[config.mk]
export PLATFORM = sky130hd
export DESIGN_NAME = fetch_pair_queue
export DESIGN_NICKNAME = d
export VERILOG_FILES = /design/src/rtl/popcount.sv /design/src/rtl/fetch_pair_queue.sv
export SDC_FILE = /design/constraint.sdc
export NUM_CORES = 1
export LEC_CHECK = 0
export ABC_AREA = 1
export ABC_CLOCK_PERIOD_IN_PS = 4300
export CAP_MARGIN = 20
export CELL_PAD_IN_SITES_DETAIL_PLACEMENT = 1
export CELL_PAD_IN_SITES_GLOBAL_PLACEMENT = 2
export CORE_MARGIN = 1.5
export CORE_UTILIZATION = 31
export CTS_BUF_LIST = sky130_fd_sc_hd__clkbuf_4
export CTS_CLUSTER_DIAMETER = 100
export DETAILED_ROUTE_END_ITERATION = 6
export HOLD_SLACK_MARGIN = 0.08
export PLACE_DENSITY = 0.79
export SYNTH_ARGS = -nofsm -noshare
export SYNTH_HDL_FRONTEND = slang
export SYNTH_SLANG_ARGS = --single-unit
[constraint.sdc]
create_clock -name i_clk -period 4.3 [get_ports i_clk]
set_input_delay 0.43 -clock i_clk [delete_from_list [all_inputs] [get_ports i_clk]]
set_output_delay 0.43 -clock i_clk [all_outputs]
set_load 0.05 [all_outputs]
[src/rtl/popcount.sv]
// Population count of a small bit vector; used to turn a lane-valid mask into a lane count.
module popcount #(
    parameter int unsigned WIDTH = 2
) (
    input  logic [WIDTH-1:0]           i_bits,
    output logic [$clog2(WIDTH+1)-1:0] o_count
);

    localparam int unsigned CW = $clog2(WIDTH + 1);

    always_comb begin
        o_count = '0;
        for (int i = 0; i < WIDTH; i++) begin
            o_count = o_count + CW'(i_bits[i]);
        end
    end

endmodule

[src/rtl/fetch_pair_queue.sv]
// Two-wide in-order instruction queue between fetch and decode.
// Compacts a 0-2 lane enqueue mask and presents the two oldest entries to decode.
module fetch_pair_queue #(
    parameter int unsigned DATA_WIDTH = 32,
    parameter int unsigned DEPTH      = 8
) (
    input  logic                          i_clk,
    input  logic                          i_rst_n,
    input  logic                          i_flush,
    input  logic [1:0]                    i_enq_valid,
    input  logic [2*DATA_WIDTH-1:0]       i_enq_data,
    output logic                          o_enq_ready,
    output logic [1:0]                    o_deq_valid,
    output logic [2*DATA_WIDTH-1:0]       o_deq_data,
    input  logic [1:0]                    i_deq_ack,
    output logic [$clog2(DEPTH+1)-1:0]    o_count
);

    localparam int unsigned DW = DATA_WIDTH;
    localparam int unsigned AW = $clog2(DEPTH);
    localparam int unsigned CW = $clog2(DEPTH + 1);

    logic [DW-1:0] r_mem [DEPTH];
    logic [AW-1:0] r_head;
    logic [AW-1:0] r_tail;
    logic [CW-1:0] r_count;

    logic [1:0]    r_hold_mask;
    logic          r_hold_pending;

    logic [1:0]    w_pop;
    logic [1:0]    w_enq_n;
    logic [1:0]    w_deq_n;
    logic [CW-1:0] w_space;
    logic [CW-1:0] w_count_next;
    logic [AW-1:0] w_head1;
    logic [AW-1:0] w_tail1;
    logic [DW-1:0] w_lane0;
    logic [DW-1:0] w_lane1;
    logic [DW-1:0] w_wr0_data;

    popcount #(
        .WIDTH (2)
    ) u_popcount (
        .i_bits  (i_enq_valid),
        .o_count (w_pop)
    );

    assign w_lane0 = i_enq_data[DW-1:0];
    assign w_lane1 = i_enq_data[2*DW-1:DW];
    assign w_head1 = r_head + AW'(1);
    assign w_tail1 = r_tail + AW'(1);

    // Ready looks only at registered occupancy, so it never depends on this cycle's dequeue.
    always_comb begin
        w_space     = CW'(DEPTH) - r_count;
        o_enq_ready = (w_space >= CW'(2));
        o_deq_valid = {(r_count >= CW'(2)), (r_count != '0)};
        o_deq_data  = {r_mem[w_head1], r_mem[r_head]};
        o_count     = r_count;
    end

    always_comb begin
        w_enq_n    = 2'd0;
        w_deq_n    = 2'd0;
        w_wr0_data = w_lane0;
        if (o_enq_ready && !i_flush) begin
            w_enq_n = w_pop;
        end
        // A lone lane 1 is compacted down into the tail slot.
        if (i_enq_valid == 2'b10) begin
            w_wr0_data = w_lane1;
        end
        if (i_deq_ack[0] && o_deq_valid[0]) begin
            if (i_deq_ack[1] && o_deq_valid[1]) begin
                w_deq_n = 2'd2;
            end else begin
                w_deq_n = 2'd1;
            end
        end
        w_count_next = r_count + CW'(w_enq_n) - CW'(w_deq_n);
    end

    always_ff @(posedge i_clk) begin
        if (!i_rst_n || i_flush) begin
            r_head  <= '0;
            r_tail  <= '0;
            r_count <= '0;
        end else begin
            r_head  <= r_head + AW'(w_deq_n);
            r_tail  <= r_tail + AW'(w_enq_n);
            r_count <= w_count_next;
        end
    end

    // Storage carries no reset; validity is tracked by the occupancy counter alone.
    always_ff @(posedge i_clk) begin
        if (i_rst_n) begin
            if (w_enq_n != 2'd0) begin
                r_mem[r_tail] <= w_wr0_data;
            end
            if (w_enq_n == 2'd2) begin
                r_mem[w_tail1] <= w_lane1;
            end
        end
    end

    // Remembers a refused request so a mask change before acceptance can be flagged.
    always_ff @(posedge i_clk) begin
        if (!i_rst_n) begin
            r_hold_pending <= 1'b0;
            r_hold_mask    <= 2'b00;
        end else begin
            r_hold_pending <= (i_enq_valid != 2'b00) && !o_enq_ready && !i_flush;
            r_hold_mask    <= i_enq_valid;
        end
    end

    always_ff @(posedge i_clk) begin
        assert ((DEPTH & (DEPTH - 1)) == 0)
            else $error("fetch_pair_queue: DEPTH %0d is not a power of two", DEPTH);
        if (i_rst_n && !i_flush && r_hold_pending) begin
            assert (i_enq_valid == r_hold_mask)
                else $error("fetch_pair_queue: enq mask changed from %b to %b before acceptance",
                            r_hold_mask, i_enq_valid);
        end
    end

endmodule

* Yosys cells after proc, flatten, opt, wreduce, memory -nomap -nowiden
Memory sizes are Yosys's and may differ from the RTL's. A register that Yosys moved wholly into a read port is not among the register bits. Cells that the tools add are included.
Storage, ports and cells: register bits after elaboration 10, memory bits (writable) 256, input bits 71, memories kept 1
Operators by class: $add $sub $neg 8, magnitude comparators 2, eq/ne operators 2, multiplexer cells 11, reductions and logical operators 8
Memories:
- r_mem | depth 8, width 32, read ports 2, clocked after memory_dff 1, wr ports 2, RTL line fetch_pair_queue.sv:23 | logic [DW-1:0] r_mem [DEPTH];
Operators by type and width (count):
- 2-to-1 mux 32 bit | 1
- greater-or-equal comparator 4 x 2 -> 1 bit (second input constant) | 2
- adder 3 x 1 -> 3 bit (second input constant) | 2
- adder 3 x 2 -> 3 bit | 2
- 2-to-1 mux 1 bit | 6
- 2-to-1 mux 2 bit | 3
- adder 4 x 2 -> 4 bit | 1
- == test 2 bit (second input constant) | 2
- nonzero test 4 bit | 1
- subtractor 4 x 2 -> 4 bit | 1
- subtractor 4 bit (first input constant) | 1
- logical AND 1 bit | 3
- 2-to-1 mux 3 bit | 1
- adder 1 x 1 -> 2 bit | 1
- logical NOT 1 bit | 2
- nonzero test 2 bit | 1
- logical OR 1 bit | 1

* Longest topological paths before layout
depth in word-level cells 8, mapped depth 16

* Hierarchy
A second synthesis with hierarchy kept.
Second synthesis, totals: cells, all modules 2279, area total of the unflattened synthesis 18351.4 um^2
Modules (own cells, without submodules):
- fetch_pair_queue | times used 1, cells each 2278, area each 18338.8 um^2
- popcount | times used 1, cells each 1, area each 12.5 um^2

* Least setup slack after synthesis
OpenSTA, ideal clock, no wires.
path kind reg-to-reg, from register r_count[1] (netlist: o_count[1]), to memory r_mem[5][0] (netlist bit) (enable), setup time 0.478 ns, arrival time 2.810 ns, slack 1.012 ns, stages on the path, launching flop included 13, clock period less this slack 3.288 ns, cells stage by stage dfxtp_1 -> inv_1 -> ha_1 -> nor2_1 -> nand2_1 -> nor2_1 -> nand3_2 -> nand3_2 -> nor2_2 -> buf_4 -> buf_2 -> nand2_1 -> nand2_1
RTL lines:
- start: declaration | RTL line fetch_pair_queue.sv:26 | logic [CW-1:0] r_count;
- start signal: assignment | RTL line fetch_pair_queue.sv:92 | r_count <= w_count_next;
- end: declaration | RTL line fetch_pair_queue.sv:23

* Worst setup path after layout
from register r_head[0], to output port o_deq_data[55]
Between the ends: word-level cells in the longest chain between the ends 2
Ends and longest elaborated chain:
- start: declaration | RTL line fetch_pair_queue.sv:24 | logic [AW-1:0] r_head;
- start signal: assignment | RTL line fetch_pair_queue.sv:90 | r_head <= r_head + AW'(w_deq_n);
- adder 3 x 1 -> 3 bit | RTL line fetch_pair_queue.sv:51 | assign w_head1 = r_head + AW'(1);
- memory (8 x 32 bit)
- end: declaration | RTL line fetch_pair_queue.sv:14 | output logic [2*DATA_WIDTH-1:0] o_deq_data,
No other way between the ends.

==> metrics.yaml <==
placement:
  port_buffers: 141
  routabilityCongestion: 0.807
  dp_cells: 2993
  post_detail_place_hpwl_um: 40600
  dpl_worst_slack_ns: 0.941
worst_setup_path:
  worstReg2RegStart: "r_tail[0]$_SDFF_PP0_"
  cp_slowest_cell: "clkdlybuf4s50_1"
  endpoint_kind: "primary output"
  worstSetupEndpoint: "o_deq_data[55]"
  worst_setup_path_start_kind: "flop"
  critical_path.max_fanout: 55
  crit_arrival_ns: 3.67
  critical_path.most_common_cell: "o21ai_0"
  timing.critical_path.cells: "ha_4 > buf_12 > o21ai_0 > o21ai_0 > nor2_1 > a31oi_1 > clkdlybuf4s50_1"
  worst-endpoint-required_ns: 3.87
  reg2regPathDepth: 9
  timing_worst_setup_path_type: "flop to primary output"
  worst_setup_path_startpoint: "r_head[0]$_SDFF_PP0_"
  rrSetupSlack_ns: 1.31
  cp_peak_stage_delay_ns: 0.87
  regToRegEndpoint: "r_mem[7][23]$_DFFE_PP_"
cts:
  number_of_post_cts_setup_repair_buffers: 0
  worst_skew_pair.late_latency_ns: 0.79
  path_clk_slew_ns: 0.06
  tritoncts_clock_tree: "done"
  cts-root-to-sink-buffers: 3
  htree_num_levels: 3
  tritoncts.num_buffers: 75
  cts_resized: 0
  number_of_clock_sinks: 266
  holdBufCountCts: 0
  clockRootBuffer: "clkbuf_4"
grt:
  gr-usage-met3: 0.0291
  wire_length_of_the_first_global_routing_pass_um: 109000
  initial_antenna_violation_count: 1
  globalRoute.busiestLayer: "met2"
  gr-usage-met1: 0.311
  grt_usage: 0.238
  grt_start_max_net_pins: 151
  use_met2: 0.399
  grt-ovfl-total: 0
  first_global_vias: 18100
synthesis:
  mappedNetlistNets: 2369
  synth-warning-count: 0
  synth_area_leader_cell: "edfxtp_1"
  syn-instance-count: 2281
  netlist-cell-type-count: 34
  synth_area_leaders: "edfxtp_1 42%, o21bai_1 10%, nand3_1 7.3%"
  synth_top_area_frac: 0.419
  syn_area_per_cell_um2: 8.04
  synth_seq_area_share: 0.430
  synthesized_flop_and_latch_total: 266
  mappedNetlistArea_um2: 18300
sta:
  grt_setup_unrepaired: "false"
  hold_viol_final: 0
  fmax_mhz: 244
  final-setup-viol-count: 0
  max-slew-margin-rel: 0.429
  timing.final.max_slew_violations: 0
  whs_ns: 0.599
  final.period_utilization: 0.954
  tightestPinTransition_ns: 0.833
  setup-tns-final_ns: 0
  post-route-min-period_ns: 4.10
  clock_skew_ns: 0.0353
  worst_path_setup_slack_after_routing_ns: 0.196
power:
  p_leak_nw: 7.42
  power-per-cell-area_nw_per_um2: 432
  p_total_mw: 9.09
  worst_vdd_rail_ir_drop_mv: 0.250
flow_run:
  timing.max_cap.violations: 0
routing:
  drtIter0Drc: 1340
  routed_wire_length_per_instance_um: 23.3
  final_antenna_net_count: 0
  drt-vias-per-instance: 5.66
  postRouteWirelength_um: 72700
  route.vias.total: 17700
  dr_drc_count: 0
  drt-pass1-iter-count: 5
die:
  dieHeight_um: 246
  initial_core_util: 0.316
  fp.dieW_um: 246
  io_pins: 142
  core.rowCount: 88
  floorplan_die_area_um2: 60600
  floorplan.core_area_um2: 58100
outcome:
  outcome: "completed"
finish:
  proportion_of_layout_cells_with_a_drive_suffix_above_1: 0.0874
  regArea_um2: 7900
  area_taken_by_multi_input_logic_gates_um2: 8800
  n_fill_cell: 6910
  final_cell_count_no_fill: 3123
  design.final.nets: 2393
  synthToLayoutAreaGrowth_pct: 14.8
min_path:
  holdCritPathClass: "input pin to flop"
cell families after synthesis:
family	share of synthesized area
xor gates and xnor gates	0.00191
AOI/OAI and AO/OA	0.254
adders and majority gates	0.0132
and+or+nand+nor	0.189
DFF	0.430
buffers and inverters	0.0938
muxes	0.0175
placed cells by master, fill, tap and decap left out, types with 3 or more instances in the layout:
master,n
o21bai_1,256
nand2_1,339
buf_4,35
nand2_2,17
o21ai_1,65
mux2i_1,32
buf_12,15
nor2_1,176
a21oi_1,164
nand3_1,267
ha_1,11
o211ai_1,32
inv_2,11
dfxtp_4,3
a31oi_1,64
inv_1,120
nor3_1,8
dfxtp_1,7
clkbuf_4,108
clkdlybuf4s50_1,137
o21ai_0,191
clkinv_1,15
edfxtp_1,256
clkinv_2,3
nor2_4,3
fa_1,4
cell usage after synthesis:
master and n:
or2_1 1, nand3b_1 1, buf_2 97, o21ai_0 191, nor2_1 176, o21ai_1 65, nand3_2 2, nor3b_1 1
a31oi_1 64, nand2_2 7, xnor2_1 1, dfxtp_1 10, nor3_1 8, buf_1 19, xor2_1 3, inv_1 123
nor2_2 2, a21oi_1 164, nand2_1 349, mux2i_1 32, buf_4 13, o21bai_1 256, o211ai_1 32, nand3_1 267
nor2_4 2, buf_6 19, ha_1 13, inv_2 6, clkinv_4 1, clkinv_2 2, clkbuf_1 93, nand4_1 1
edfxtp_1 256, fa_1 4
state kept, by name, indices dropped and copies added, names as in the netlist:
signal and cells:
o_count 4, r_head 3, r_tail 3, r_mem 256
final cells by class:
type	count	share of cell area
multi-input cells	1642	0.418
flip-flops and latches	266	0.375
repair buffers	188	0.0924
well taps	765	0.0455
clock buffers	108	0.0385
inverters	132	0.0242
clock inverters	21	0.00630
diodes	1	0.000119
stage by stage:
step                cell area [um^2]  utilization
global placement               20100        0.346
detailed placement             20100        0.346
finish                         21100        0.362
CTS                            21000        0.362
global route                   21100        0.362
floorplan                      18300            -
how the worst min path moves through the flow:
stage / from / slack [ns] / to / cells after the start
after CTS: i_enq_data[61] / 0.50 / r_mem[0][29]$_DFFE_PP_ / 3
after global placement: r_tail[2]$_SDFF_PP0_ / 0.60 / r_tail[2]$_SDFF_PP0_ / 2
after detailed placement: r_tail[2]$_SDFF_PP0_ / 0.62 / r_tail[2]$_SDFF_PP0_ / 2
final: i_deq_ack[0] / 0.60 / r_head[1]$_SDFF_PP0_ / 6
after global routing: i_enq_data[44] / 0.59 / r_mem[0][12]$_DFFE_PP_ / 3
after floorplan: r_tail[2]$_SDFF_PP0_ / 0.57 / r_tail[2]$_SDFF_PP0_ / 3
where the power goes:
part | switching (mW) | leakage, nW | internal (mW)
logic | 2.57 | 4.46 | 1.09
clock network | 1.15 | 0.565 | 1.27
registers | 0.0537 | 2.39 | 2.96
total | 3.77 | 7.42 | 5.32
worst max-delay path: cells and delay by family (launching register included):
family,cells,cell delay [ns]
AOI/OAI and AO/OA,3,0.50
adders and majority gates,1,0.75
buffers and inverters,2,1.16
DFF,1,0.39
and+or+nand+nor,1,0.07
metal layers:
layer / share of wire / vias up
li1: - / 8075
met1: 0.43 / 8837
met2: 0.48 / 600
met3: 0.058 / 161
met4: 0.032 / 0
met5: 0 / -
Power figures use the tool's default switching activity.
